<file path="src/rtl/write_demux_if.sv">
// rtl/write_demux_if.sv - write-demux handshake bundle: one write stream in, two destination streams out
//
// Signals:
//   in_valid / in_ready / input_data / select : write stream plus destination index
//   out_valid0 / out_ready0 / output_data0    : destination 0 stream
//   out_valid1 / out_ready1 / output_data1    : destination 1 stream
// Modports:
//   slave  : the demux itself (consumes the write stream, produces both destinations)
//   master : the surrounding environment (producer of writes, consumer of both destinations)

interface write_demux_if #(
    parameter int word_size = 5
) ();
    logic                 in_valid;
    logic                 in_ready;
    logic [word_size-1:0] input_data;
    logic                 select;

    logic                 out_valid0;
    logic                 out_ready0;
    logic [word_size-1:0] output_data0;

    logic                 out_valid1;
    logic                 out_ready1;
    logic [word_size-1:0] output_data1;

    modport slave (
        input  in_valid, input_data, select, out_ready0, out_ready1,
        output in_ready, out_valid0, output_data0, out_valid1, output_data1
    );

    modport master (
        output in_valid, input_data, select, out_ready0, out_ready1,
        input  in_ready, out_valid0, output_data0, out_valid1, output_data1
    );
endinterface

</file>
<file path="src/rtl/write_demux.sv">
// rtl/write_demux.sv - steers one write stream into two independent 2-entry FIFOs
//
// Ports:
//   clk          : rising-edge clock
//   reset        : synchronous, active-high; discards all buffered words
//   bus          : write_demux_if.slave (write stream in, destinations 0/1 out)
//   xfer_count0  : completed destination 0 pops (only with WRITE_DEMUX_COUNT_EN)
//   xfer_count1  : completed destination 1 pops (only with WRITE_DEMUX_COUNT_EN)
// Parameters:
//   word_size    : data width; must match the interface instance's word_size
//   count_width  : transfer counter width
// Optional feature macro: WRITE_DEMUX_COUNT_EN (adds the transfer counters)

module write_demux #(
    parameter int word_size   = 5,
    parameter int count_width = 8
) (
    input  logic                   clk,
    input  logic                   reset,
    write_demux_if.slave           bus
`ifdef WRITE_DEMUX_COUNT_EN
    ,
    output logic [count_width-1:0] xfer_count0,
    output logic [count_width-1:0] xfer_count1
`endif
);

    // Occupancy doubles as the per-destination state.
    typedef enum logic [1:0] {
        EMPTY = 2'd0,
        HALF  = 2'd1,
        FULL  = 2'd2
    } occ_t;

    logic [1:0]                push;
    logic [1:0]                pop;
    logic [1:0]                full;
    logic [1:0]                out_valid;
    logic [1:0]                out_ready;
    logic [1:0][word_size-1:0] head;
    logic                      in_ready;

    assign out_ready[0] = bus.out_ready0;
    assign out_ready[1] = bus.out_ready1;

    // Only the addressed destination can stall the writer; out_ready never
    // reaches in_ready, so a consumer cannot create a combinational loop.
    assign in_ready     = bus.select ? !full[1] : !full[0];
    assign bus.in_ready = in_ready;

    assign bus.out_valid0   = out_valid[0];
    assign bus.output_data0 = head[0];
    assign bus.out_valid1   = out_valid[1];
    assign bus.output_data1 = head[1];

    for (genvar g = 0; g < 2; g++) begin : g_dest
        occ_t                 occ_q;
        occ_t                 occ_d;
        logic [word_size-1:0] mem [2];
        logic                 rd_ptr;
        logic                 wr_ptr;
        logic                 valid;
        logic [word_size-1:0] data_out;

        assign push[g] = bus.in_valid && in_ready && (bus.select == 1'(g));
        assign pop[g]  = valid && out_ready[g];

        // State register
        always_ff @(posedge clk) begin
            if (reset) begin
                occ_q <= EMPTY;
            end else begin
                occ_q <= occ_d;
            end
        end

        // Next-state logic
        always_comb begin
            occ_d = occ_q;
            case (occ_q)
                EMPTY: if (push[g]) occ_d = HALF;
                HALF: begin
                    if (push[g] && !pop[g]) occ_d = FULL;
                    else if (pop[g] && !push[g]) occ_d = EMPTY;
                end
                FULL:  if (pop[g]) occ_d = HALF;
                default: occ_d = EMPTY;
            endcase
        end

        // Output logic: data is forced to zero while empty so stale storage
        // never leaks onto the bus.
        always_comb begin
            valid    = (occ_q != EMPTY);
            data_out = valid ? mem[rd_ptr] : '0;
        end

        // Storage and pointers; both pointers wrap modulo 2 by toggling.
        always_ff @(posedge clk) begin
            if (reset) begin
                mem[0] <= '0;
                mem[1] <= '0;
                rd_ptr <= 1'b0;
                wr_ptr <= 1'b0;
            end else begin
                if (push[g]) begin
                    mem[wr_ptr] <= bus.input_data;
                    wr_ptr      <= ~wr_ptr;
                end
                if (pop[g]) begin
                    rd_ptr <= ~rd_ptr;
                end
            end
        end

        assign full[g]      = (occ_q == FULL);
        assign out_valid[g] = valid;
        assign head[g]      = data_out;
    end

`ifdef WRITE_DEMUX_COUNT_EN
    always_ff @(posedge clk) begin
        if (reset) begin
            xfer_count0 <= '0;
            xfer_count1 <= '0;
        end else begin
            if (pop[0]) xfer_count0 <= xfer_count0 + count_width'(1);
            if (pop[1]) xfer_count1 <= xfer_count1 + count_width'(1);
        end
    end
`endif

endmodule

</file>
<file path="src/flat_wrapper.sv">
// flat-port wrapper written by rule: the top's interface ports become plain ports
module write_demux_flat 
#(
    parameter int word_size   = 5,
    parameter int count_width = 8
)
  (clk, reset, bus_in_valid, bus_input_data, bus_select, bus_out_ready0, bus_out_ready1, bus_in_ready, bus_out_valid0, bus_output_data0, bus_out_valid1, bus_output_data1);
  write_demux_if #(.word_size(word_size)) bus_i ();
  input  logic clk;
  input  logic reset;
  input wire logic [$bits(bus_i.in_valid)-1:0] bus_in_valid;
  input wire logic [$bits(bus_i.input_data)-1:0] bus_input_data;
  input wire logic [$bits(bus_i.select)-1:0] bus_select;
  input wire logic [$bits(bus_i.out_ready0)-1:0] bus_out_ready0;
  input wire logic [$bits(bus_i.out_ready1)-1:0] bus_out_ready1;
  output wire logic [$bits(bus_i.in_ready)-1:0] bus_in_ready;
  output wire logic [$bits(bus_i.out_valid0)-1:0] bus_out_valid0;
  output wire logic [$bits(bus_i.output_data0)-1:0] bus_output_data0;
  output wire logic [$bits(bus_i.out_valid1)-1:0] bus_out_valid1;
  output wire logic [$bits(bus_i.output_data1)-1:0] bus_output_data1;
  assign bus_i.in_valid = bus_in_valid;
  assign bus_i.input_data = bus_input_data;
  assign bus_i.select = bus_select;
  assign bus_i.out_ready0 = bus_out_ready0;
  assign bus_i.out_ready1 = bus_out_ready1;
  assign bus_in_ready = bus_i.in_ready;
  assign bus_out_valid0 = bus_i.out_valid0;
  assign bus_output_data0 = bus_i.output_data0;
  assign bus_out_valid1 = bus_i.out_valid1;
  assign bus_output_data1 = bus_i.output_data1;
  write_demux #(.word_size(word_size), .count_width(count_width)) u_core (.clk(clk), .reset(reset), .bus(bus_i));
endmodule
</file>
<file path="config.mk">
export PLATFORM = sky130hd
export DESIGN_NAME = write_demux_flat
export DESIGN_NICKNAME = d
export VERILOG_FILES = /design/src/rtl/write_demux_if.sv /design/src/rtl/write_demux.sv /design/src/flat_wrapper.sv
export SDC_FILE = /design/constraint.sdc
export NUM_CORES = 1
export LEC_CHECK = 0
export ABC_AREA = 1
export CAP_MARGIN = 15
export CORE_MARGIN = 2
export CORE_UTILIZATION = 51
export CTS_BUF_LIST = sky130_fd_sc_hd__clkbuf_16
export CTS_CLUSTER_SIZE = 10
export DETAILED_ROUTE_END_ITERATION = 10
export GPL_TIMING_DRIVEN = 0
export PLACE_DENSITY = 0.74
export SLEW_MARGIN = 10
export SYNTH_ARGS = -nofsm -noshare
export SYNTH_HDL_FRONTEND = slang
export SYNTH_SLANG_ARGS = --single-unit
export TNS_END_PERCENT = 1
</file>
<file path="constraint.sdc">
create_clock -name clk -period 1.6 [get_ports clk]
set_input_delay 0.48 -clock clk [delete_from_list [all_inputs] [get_ports clk]]
set_output_delay 0.48 -clock clk [all_outputs]
set_load 0.005 [all_outputs]
</file>
## Word level (Yosys, flattened, before mapping)

Memory sizes are Yosys's and may differ from the RTL's. A register that Yosys moved wholly into a read port is not among the register bits.
Index checks and enable logic that the tools add are counted.

| storage, ports and cells | value |
|---|---|
| bits in registers | 8 |
| memory bits (writable) | 20 |
| bits of input ports | 11 |
| output and inout bits | 13 |
| word-level logic and storage cells | 77 |
| memories | 2 |

Memories:

| name | words | bits a word | rd ports | clocked after Yosys merged registers in | wr ports | RTL line | source |
|---|---|---|---|---|---|---|---|
| u_core.g_dest[0].mem | 2 | 5 | 1 | 1 | 2 | write_demux.sv:59 | `logic [word_size-1:0] mem [2];` |
| u_core.g_dest[1].mem | 2 | 5 | 1 | 1 | 2 | write_demux.sv:59 |  |

| cells by class | value |
|---|---|
| equal/unequal tests | 10 |
| multiplexer cells | 31 |
| bitwise operators | 5 |
| reduce and logical (&&, ||, !) cells | 23 |

Operator list:

| operator | count |
|---|---|
| 5-bit two-way mux | 4 |
| 1-bit two-way mux | 17 |
| 2-bit two-way mux | 8 |
| 2-bit one-hot mux with 3 select lines | 2 |
| 5-bit OR reduction | 2 |
| 1-bit logical AND | 9 |
| 2-bit by 1-bit != test with 1-bit output (second input constant) | 4 |
| 1-bit zero test | 6 |
| 3-bit by 1-bit != test with 1-bit output (second input constant) | 2 |
| 3-bit AND reduction | 2 |
| 1-bit NOT | 5 |
| 2-bit by 1-bit == test with 1-bit output (second input constant) | 2 |
| 2-bit == test (second input constant) | 2 |
| 2-bit zero test | 2 |
| 2-bit nonzero test | 2 |

## Logic depth before layout (Yosys ltp)

| logic depth | value |
|---|---|
| depth after elaboration | 10 |
| gate-level depth with buffers | 10 |

## Worst setup path before layout

No wires, ideal clock.

| timing path | value |
|---|---|
| kind | register -> register |
| start point | register u_core.g_dest[1].occ_q[1] |
| end point | register u_core.g_dest[1].occ_q[0] |
| arrival time | 1282 ps |
| required time | 1530 ps |
| setup slack | 248 ps |
| stages on the path, launching flop included | 10 |
| buffers on the path | 0 |
| cell sequence | dfxtp_1 -> nor2_2 -> inv_2 -> nand2_2 -> ha_1 -> nand3_1 -> nand2_1 -> inv_2 -> nand2_1 -> a21oi_1 |

| between the ends | value |
|---|---|
| elaborated cells on any way between the ends | 19 |
| classes of those cells | 5 x eq/ne; 3 x mux; 11 x reduce/logical |

RTL lines:

| item | RTL line | source |
|---|---|---|
| from (decl) | write_demux.sv:57 | `occ_t occ_q;` |
| from (signal assigned) | write_demux.sv:71 | `occ_q <= EMPTY;` |
| from (signal assigned) | write_demux.sv:73 | `occ_q <= occ_d;` |
| 2-bit nonzero test * | write_demux.sv:94 | `valid = (occ_q != EMPTY);` |
| named net bus_out_valid1 | flat_wrapper.sv:19 | `output wire logic [$bits(bus_i.out_valid1)-1:0] bus_out_valid1;` |
| 1-bit logical AND * | write_demux.sv:66 | `assign pop[g] = valid && out_ready[g];` |
| 1-bit zero test | write_demux.sv:83 | `if (push[g] && !pop[g]) occ_d = FULL;` |
| 1-bit logical AND | write_demux.sv:83 |  |
| 3-bit by 1-bit != test with 1-bit output (no source line) / 2-bit two-way mux (equally long branches) | - |  |
| 3-bit AND reduction (no source line) / 2-bit one-hot mux with 3 select lines (equally long branches) | - |  |

The timed path passes the listed nets; every way through them passes the cells marked *.
A chain may end at the register's enable or synchronous reset.

## Final worst setup path

| timing path | value |
|---|---|
| start point | register u_core.g_dest[1].occ_q[0] |
| end point | output port bus_out_valid1 |

| between the ends | value |
|---|---|
| word-level cells in the longest chain between the ends | 1 |

RTL lines:

| item | RTL line |
|---|---|
| 2-bit nonzero test | write_demux.sv:94 |
| to (decl) | flat_wrapper.sv:19 |

No other way between the ends.

==> out/qor.txt <==
clock transition at the registers of the reported paths: 50 ps
Setup crit end kind: output pin
most common cell after layout, fill and taps aside: nand2_1
syn_area_per_cell: 8.85 sq um
Inserted Diodes: 0
H-tree lvl count: 2
Num CTS Buffers: 5
DRC viols: 0
Congestion Overflow GR: 0
r2r setup slk: 150 ps
Layout Area Growth over Synthesis: 32.5%
die height: 56.4 um
gr usage total: 19.8%
Die X: 56.4 um
PortBufs: 23
RSZ-0062 raised after global routing: no
Slowest cell on crit path: dfxtp_4
largest net degree at the start of global routing: 11
clock buffer depth: 2
leakage: 0.821 nW
power density cells: 1110 nW/um^2
DIE AREA: 3180 sq um
CTS Hold Bufs: 0
initial core utilization: 54.9%
total power: 2.06 mW
# clock sinks: 30
slew margin rel.: 82.4%
Startpoint Class: register
worst-skew pair later-pin latency: 270 ps
design area: 1850 sq um
post-synthesis cell area: 1400 sq um
Hold Startpoint: u_core.g_dest[0].wr_ptr$_SDFFE_PP0N_
layout cells sized above 1: 32.3%
most frequent cells in the layout: 42 x nand2_1, 22 x nor2_1, 20 x edfxtp_1, 12 x a21oi_1, 10 x inv_1
final setup fails: 0
Clock Skew: 2.65 ps
worst hold path type: reg2reg
final-stage net count: 203
worst flop-to-flop path startpoint: u_core.g_dest[1].occ_q[0]$_SDFFE_PP0P_
CTS root buf: clkbuf_16
min Tclk post-route: 1540 ps
status: complete, no violations
first-pass GRT wire length: 4.82 mm
worst-path maximum fanout: 4
Max stage delay on crit path: 370 ps
synth warn: 0
max-slew violations: 0
CP delay by family, top: flip-flops
Crit path arrival time: 1060 ps
Peak Freq: 650 MHz
synth top area cells: edfxtp_1 43%, dfxtp_1 14%, nand2_1 12%
Vias/cell: 5.29
FF+latch count, synth: 30
Yosys top cell by area: edfxtp_1
initial antenna violation count: 0
cell row count: 18
crit path from: u_core.g_dest[1].occ_q[0]$_SDFFE_PP0P_
CP required: 1120 ps
WL final: 2.84 mm
placed cell area: 1670 sq um
final antenna-violating net count: 0
share of the synthesized area in the top cell type: 43.0%
CP Buf/Inv Count: 2
Peak VDD IR: 820 uV
routed vias: 1,175
vias in the first global route: 1,192
Seq/Total Area, Yosys: 57.3%
Wirelength per Cell: 12.8 um
Mapped Nets: 170
critical path type: reg2out
GP Congestion: 0.735
fin crit share: 96.2%
CTS tree: yes
Max Cap Viol: 0
top-level I/O count: 24
post-synthesis cell type count: 19
crit-path cells: nor2_4 -> inv_2 -> dlygate4sd2_1
core footprint: 2540 sq um
Final Hold Viols: 0
drt pass-1 iters: 4
Syn Inst Count: 158
initial drt markers: 44
post-DP HPWL: 2.08 mm
worst slew pin tran: 263 ps
==> logic make-up after synthesis <==
family          synth area share [%]
compound gates                  5.64
simple gates                    30.3
fa+ha+maj                      0.895
buf+inv                         5.82
flops                           57.3
==> path summary, 6_finish.rpt <==
check	cells after the start	endpoint
setup / recovery	3	bus_out_valid1
hold / removal	2	u_core.g_dest[0].wr_ptr$_SDFFE_PP0N_
setup reg to reg	10	u_core.g_dest[1].occ_q[0]$_SDFFE_PP0P_
hold reg to reg	2	u_core.g_dest[0].wr_ptr$_SDFFE_PP0N_
==> synthesized netlist by cell type <==
master and n:
dfxtp_1 10, ha_1 1, nand3_1 8, inv_2 8, nand3_4 2, nor2_2 7
o21ai_2 1, nand3_2 1, nand2_2 2, inv_1 11, a21oi_1 14, edfxtp_1 20
clkinv_2 1, nand2_4 1, nand2_1 46, nor2_4 1, buf_2 1, nor2_1 22
nor3_1 1
==> power breakdown <==
part           internal [mW]  switching [mW]  total, mW  leakage [nW]
clock                  0.559           0.288      0.846        0.0724
combinational          0.129           0.171      0.300         0.455
sequential             0.878          0.0388      0.916         0.294
==> repair_timing <==
item                       CTS  global route
setup buffers                3             0
pin swaps                    2             2
setup endpoints to repair   34            27
gates resized for setup     61            17
==> worst register-to-register path, delay by kind of cell, from the launching register on <==
family | cells | cell delay (ps)
buffers and inverters | 3 | 220
adders and majority gates | 1 | 280
AOI/OAI and AO/OA | 1 | 50
DFF | 1 | 370
and+or+nand+nor | 5 | 410
==> metal layers <==
metal	global-route usage (%)	part of all wire, %
met5	0	0
met4	9.52	2.5
met3	5.53	5.1
met2	35.5	52
met1	21.3	40
==> through the flow <==
stage               hold WS [ps]  instances  setup slack, ps  util [%]  setup TNS [ps]
finish                       489        222             60.7      72.8               0
global placement             471        211             -536      65.4           -8640
global route                 516        222             5.96      72.8               0
CTS                          488        222            -15.4      71.8           -31.1
floorplan                    462        158              248         -               0
detailed placement           481        211             -562      65.4          -10430
==> registers in the layout, indices dropped and copies added, names as in the netlist, named ones only <==
signal,cells
u_core.g_dest.wr_ptr,2
u_core.g_dest.occ_q,4
u_core.g_dest.rd_ptr,2
u_core.g_dest.mem,20
==> cell type report <==
| cell class | instances | area [sq um] |
|---|---|---|
| fillers | 189 | 693 |
| inverters | 20 | 81.3 |
| repair buffers | 26 | 206 |
| plain buffers | 1 | 7.51 |
| multi-input cells | 107 | 561 |
| clock inverters | 3 | 12.5 |
| clock buffers | 5 | 125 |
| flip-flops and latches | 30 | 821 |
| well taps | 30 | 37.5 |
Note: power is estimated with default switching activity, not from simulation.
==> edit 1: new RTL, config.mk and constraints unchanged <==
`word_size` is set to 5 in 3 places; all go to 6.
--- a/src/rtl/write_demux_if.sv
+++ b/src/rtl/write_demux_if.sv
@@ -9,7 +9,7 @@
 //   master : the surrounding environment (producer of writes, consumer of both destinations)
 
 interface write_demux_if #(
-    parameter int word_size = 5
+    parameter int word_size = 6
 ) ();
     logic                 in_valid;
     logic                 in_ready;
--- a/src/rtl/write_demux.sv
+++ b/src/rtl/write_demux.sv
@@ -12,7 +12,7 @@
 // Optional feature macro: WRITE_DEMUX_COUNT_EN (adds the transfer counters)
 
 module write_demux #(
-    parameter int word_size   = 5,
+    parameter int word_size   = 6,
     parameter int count_width = 8
 ) (
     input  logic                   clk,
--- a/src/flat_wrapper.sv
+++ b/src/flat_wrapper.sv
@@ -1,7 +1,7 @@
 // flat-port wrapper written by rule: the top's interface ports become plain ports
 module write_demux_flat 
 #(
-    parameter int word_size   = 5,
+    parameter int word_size   = 6,
     parameter int count_width = 8
 )
   (clk, reset, bus_in_valid, bus_input_data, bus_select, bus_out_ready0, bus_out_ready1, bus_in_ready, bus_out_valid0, bus_output_data0, bus_out_valid1, bus_output_data1);
Interface: changed (resized bus_input_data, bus_output_data0 and bus_output_data1); port bits go from 24 to 27. No check against the original RTL was run, so the function may have changed too.
==> edit 1 against the unedited design <==
- the run now ends with setup timing left
- power up 14%
- critical endpoint is now bus_output_data0[2]
- cell count up 14%
- area after synthesis up 11%
- final area up 14%
- first-iteration DRC count up 23%
- fmax down 6.3%
- setup slack worse by 0.10 ns
- sequential cell count up 4
- routed wire length up 16%
==> edit 1: results (changes against the unedited design) <==
pre-CTS setup slack -0.517 ns (+0.0452 ns); synth cell count leaders 40 x nand2_1, 29 x nor2_1, 24 x edfxtp_1; CTS H-tree depth 2 (unchanged); first-pass GRT wire length 5330 um (+11%); vias in the first global route 1224 (+2.7%); placed instance count 232 (+10%); Port Buffer Count 26 (+13%); via count 1297 (+10%); outcome finished with violations; Regs by FF count u_core.g_dest.mem x24, u_core.g_dest.occ_q x4; Clock Skew 0.00751 ns (+0.00486 ns); placed inst area 1850 um^2 (+11%); Min-Delay Path Class reg -> reg; Seq/Total Area, Yosys 59.3% (+2.0 points); # diodes 0 (unchanged); synth warn 0 (unchanged); Cell Int Power 1.75 mW (+12%); Final WS setup -0.0424 ns (-0.103 ns); largest cells by area after synthesis edfxtp_1 46%, dfxtp_1 13%, nand2_1 9.7%, nor2_1 7.0%, a21oi_1 6.1%; final wirelength 3310 um (+16%); Clock Tree Buf Depth 2 (unchanged); number of synthesized flops with an enable pin 24 (+20%); Static Leak 0.939 nW (+14%); gr usage total 21.4% (+1.6 points); First-pass DRT Iterations 4 (unchanged); clock power share 38.2% (-2.8 points); Initial DRC Count 54 (+23%); clock latency on the worst-skew pair about 0.28 ns; RePlAce Congestion 0.696 (-5.3%); clock-pin slew on the worst setup and hold paths 0.05 ns (about the same); VDD IR max 0.707 mV (-14%); Wirelength per Cell 13.0 um (+1.7%); failing checks setup timing; post-synthesis async set-or-reset flop share 0% (unchanged); Max Fanout on Critical Path 6 (+2); Root Buffer clkbuf_16; Final setup violation count 6 (+6); Max-slew headroom 74.9% (-7.6 points); Netlist cell types 18 (-1); Net Count, Synth 186 (+9.4%); share of layout cells above drive strength 1 32.6% (+0.29 points); pin count of the biggest net entering global routing 11 (unchanged); initial antenna violation count 0 (unchanged); fillcell total 232 (+23%); Gate Count Post-Synth 173 (+9.5%); crit path DAT 1.16 ns (+0.10 ns); CTS buffer count 5 (unchanged); post-detailed-placement half-perimeter wirelength 2260 um (+9.0%)
-- edit 1: cell count changes in the layout (fill, tap and decap cells not counted), moves of 3 or more --
cell | unedited run | this run
o21ai_0 | 0 | 3
nand2_1 | 42 | 38
nor2_1 | 22 | 28
inv_1 | 10 | 15
edfxtp_1 | 20 | 24
a21oi_1 | 12 | 16
inv_2 | 8 | 5
buf_4 | 1 | 11
nor2_2 | 5 | 2
-- edit 1: path summary, 6_finish.rpt --
check                                    to  slack, ns                       from  depth (start not counted)
setup reg to reg  u_core.g_dest[1].occ_q[0]      -0.01  u_core.g_dest[1].occ_q[0]                          9
hold reg to reg                    register       0.45    u_core.g_dest[0].rd_ptr                          1
hold / removal                     register       0.45    u_core.g_dest[0].rd_ptr                          1
setup / recovery        bus_output_data0[2]      -0.04  u_core.g_dest[0].occ_q[1]                          4
-- edit 1: power by group through the flow --
stage	Sequential [mW]	Combinational, mW	Clock, mW
final	1.05	0.402	0.896
after global routing	1.05	0.442	0.946
after CTS	1.05	0.387	0.906
after detailed placement	1.06	0.323	0
after global placement	1.06	0.308	0
after floorplan	1.05	0.182	0
-- edit 1: kinds of logic after synthesis --
| family | share of synthesized area (%) |
|---|---|
| and+or+nand+nor | 26.1 |
| buffers and inverters | 5.88 |
| DFF | 59.3 |
| adders and majority gates | 0.806 |
| AOI/OAI and AO/OA | 7.90 |
-- edit 1: area by class of cell --
class	instances	area (um^2)	area share [%]
timing repair buffer	40	303	14.3
multi-input combinational	115	587	27.8
buffer	1	7.51	0.356
inverter	23	96.3	4.56
clock inverter	3	12.5	0.593
clock buffer	5	125	5.93
sequential	34	938	44.5
tap	33	41.3	1.96
-- edit 1: per-layer routing --
layer | global-route usage (%) | up-vias | part of all wire (%)
met4 | 10.7 | 0 | 2.1
met1 | 23.9 | 609 | 41
met3 | 5.24 | 8 | 4.1
met5 | 0 | - | 0
li1 | - | 656 | -
met2 | 37.8 | 24 | 53
-- edit 1: repair_timing --
action	4_1_cts	5_1_grt
pin swaps	6	7
buffers inserted	13	1
setup endpoints to repair	41	37
resized for setup	84	10
-- edit 1: per-stage QoR --
step	TNS, ns	power, mW	utilization [%]
3_3_place_gp	-13.91	1.36	62.3
6_report	-0.206	2.34	70.9
5_1_grt	-0.703	2.44	70.9
4_1_cts	-0.252	2.34	70.9
3_5_place_dp	-16.78	1.38	62.3
2_1_floorplan	0	1.23	-
-- edit 1: worst max-delay path: stages (launching register included) --
cell	delay (ns)
dfxtp_2	0.34
nor2_4	0.25
buf_6	0.14
a21oi_1	0.03
buf_2	0.12
==> edit 2: new RTL, same flow settings <==
Made on the original files. Encoding of `occ_t`: now one-hot (3 bits for 3 values).
--- a/src/rtl/write_demux.sv
+++ b/src/rtl/write_demux.sv
@@ -26,10 +26,10 @@
 );
 
     // Occupancy doubles as the per-destination state.
-    typedef enum logic [1:0] {
-        EMPTY = 2'd0,
-        HALF  = 2'd1,
-        FULL  = 2'd2
+    typedef enum logic [2:0] {
+        EMPTY = 3'b001,
+        HALF  = 3'b010,
+        FULL  = 3'b100
     } occ_t;
 
     logic [1:0]                push;
Formal check against the unedited RTL: no difference found for any inputs over 10 cycles, from zero or initial values and one cycle with reset high; not proved beyond that.
==> edit 2 against the unedited design <==
- the flow now finishes with violations (setup timing)
- utilization hardly changed
- area after synthesis rose by 15%
- final area up 19%
- non-clock buffer count rose by 9
- setup slack lost 0.23 ns
- critical path depth up 2
- routed wire length grew 11%
- sequential cell count up 2
- highest routed layer unchanged
Power is not compared: it rests on default switching activity, and its combinational part moved more than twofold at a synthesized area within 25%.
==> edit 2: results (changes against the unedited design) <==
outcome finished with violations; failing checks setup timing; post-detailed-placement half-perimeter wirelength 2200 um (+6.1%); FF-to-FF path depth 10 (unchanged); clk pwr 1.04 mW; met1 wire length 1270 um (+11%); Regs by FF count u_core.g_dest.mem x20, u_core.g_dest.occ_q x6; crit path DAT 1.29 ns (+0.23 ns); measured slew at the worst slew-check pin 0.309 ns (+0.0457 ns); met3 wire len 135 um (-6.3%); share of layout cells above drive strength 1 41.5% (+9.2 points); Seq/Total Area, Yosys 52.5% (-4.8 points); Static Leak between 1 and 1.5 nW; synth warn 0 (unchanged); Worst Hold Depth 1 (-1); Gate Count Post-Synth 174 (+10%); Net Count, Synth 186 (+9.4%); placed instance count 241 (+14%); CTS H-tree depth 2 (unchanged); Final setup violation count 11 (+11); Netlist cell types 22 (+3); drt via density 4.87 (-8.0%); placed inst area 1890 um^2 (+13%); gr usage total 19.7% (-0.14 points); nets 228 (+12%); Min-Delay Path Class reg -> reg; Wirelength per Cell 12.1 um (-5.6%); sw frac between 30 and 40%; Clock Skew 0.00399 ns (+0.00134 ns); Initial DRC Count 41 (-6.8%); met2 wire length 1700 um (+15%); largest cells by area after synthesis edfxtp_1 38%, dfxtp_1 15%, inv_1 7.7%, mux2_2 7.0%, nand2_1 6.8%; Final WS setup -0.166 ns (-0.227 ns); met3 Use GR 5.84% (+0.31 points); synth cell count leaders 33 x inv_1, 29 x nand2_1, 22 x nor2_1; # diodes 0 (unchanged); met2 GRT Util 37.4% (+2.0 points); vias in the first global route 1227 (+2.9%); GR Layer Usage met1 19.9% (-1.4 points); crit-path max cell delay 0.37 ns (about the same); final wirelength 3150 um (+11%); TNS Setup -1.07 ns (-1.07 ns); first-pass GRT wire length 5110 um (+5.9%); RePlAce Congestion 0.826 (+12%)
## edit 2: cell types whose count changed after synthesis, sizes merged
cell    unedited run  this run
inv               19        36
nand4              0         2
mux2               0        10
a21oi             14         9
clkbuf             0         1
nand3             11        16
dfxtp             10        12
buf                1         0
nand2             49        36
nor2              30        26
clkinv             1         0
o21ai              1         4
## edit 2: critical path: cells and delay by family, from the launching register on
family | cells | cell delay, ns
DFF | 1 | 0.37
and+or+nand+nor | 1 | 0.06
muxes | 1 | 0.32
buffers and inverters | 3 | 0.27
## edit 2: cells by family (layout without fill, tap and decap cells)
logic type / after synthesis / in the layout / share of synthesized area [%]
simple gates: 81 / 81 / 26.2
compound gates: 13 / 13 / 4.53
fa+ha+maj: 1 / 1 / 0.782
buf+inv: 37 / 80 / 8.91
flops: 32 / 32 / 52.5
mux: 10 / 10 / 7.04
## edit 2: path summary, 6_finish.rpt
path / start / slack (ns) / endpoint
worst max-delay path: register / -0.17 / bus_output_data0[1]
worst min-delay path: u_core.g_dest[0].rd_ptr / 0.44 / register
worst max register to register: u_core.g_dest[1].occ_q[1] / 0.14 / u_core.g_dest[1].occ_q[0]
worst min register to register: u_core.g_dest[0].rd_ptr / 0.44 / register
## edit 2: cell type report
type                       instances  area, um^2
timing repair buffer              35         298
buffer                             1        7.51
clock inverter                     3        38.8
tap                               44        55.1
clock buffer                       5         125
fill                             228         825
inverter                          36         135
sequential                        32         860
multi-input combinational        105         684
## edit 2: what timing repair did
item	4_1_cts	5_1_grt
setup endpoints to repair	36	26
hold buffers	0	0
gates resized for setup	64	29
buffers inserted	12	0
pin swaps	4	5
## edit 2: through the flow
step                worst slack [ns]  hold slack [ns]
global placement              -0.600            0.440
CTS                           -0.191            0.445
floorplan                      0.219            0.425
detailed placement            -0.579            0.445
finish                        -0.166            0.444
global route                  -0.218            0.486
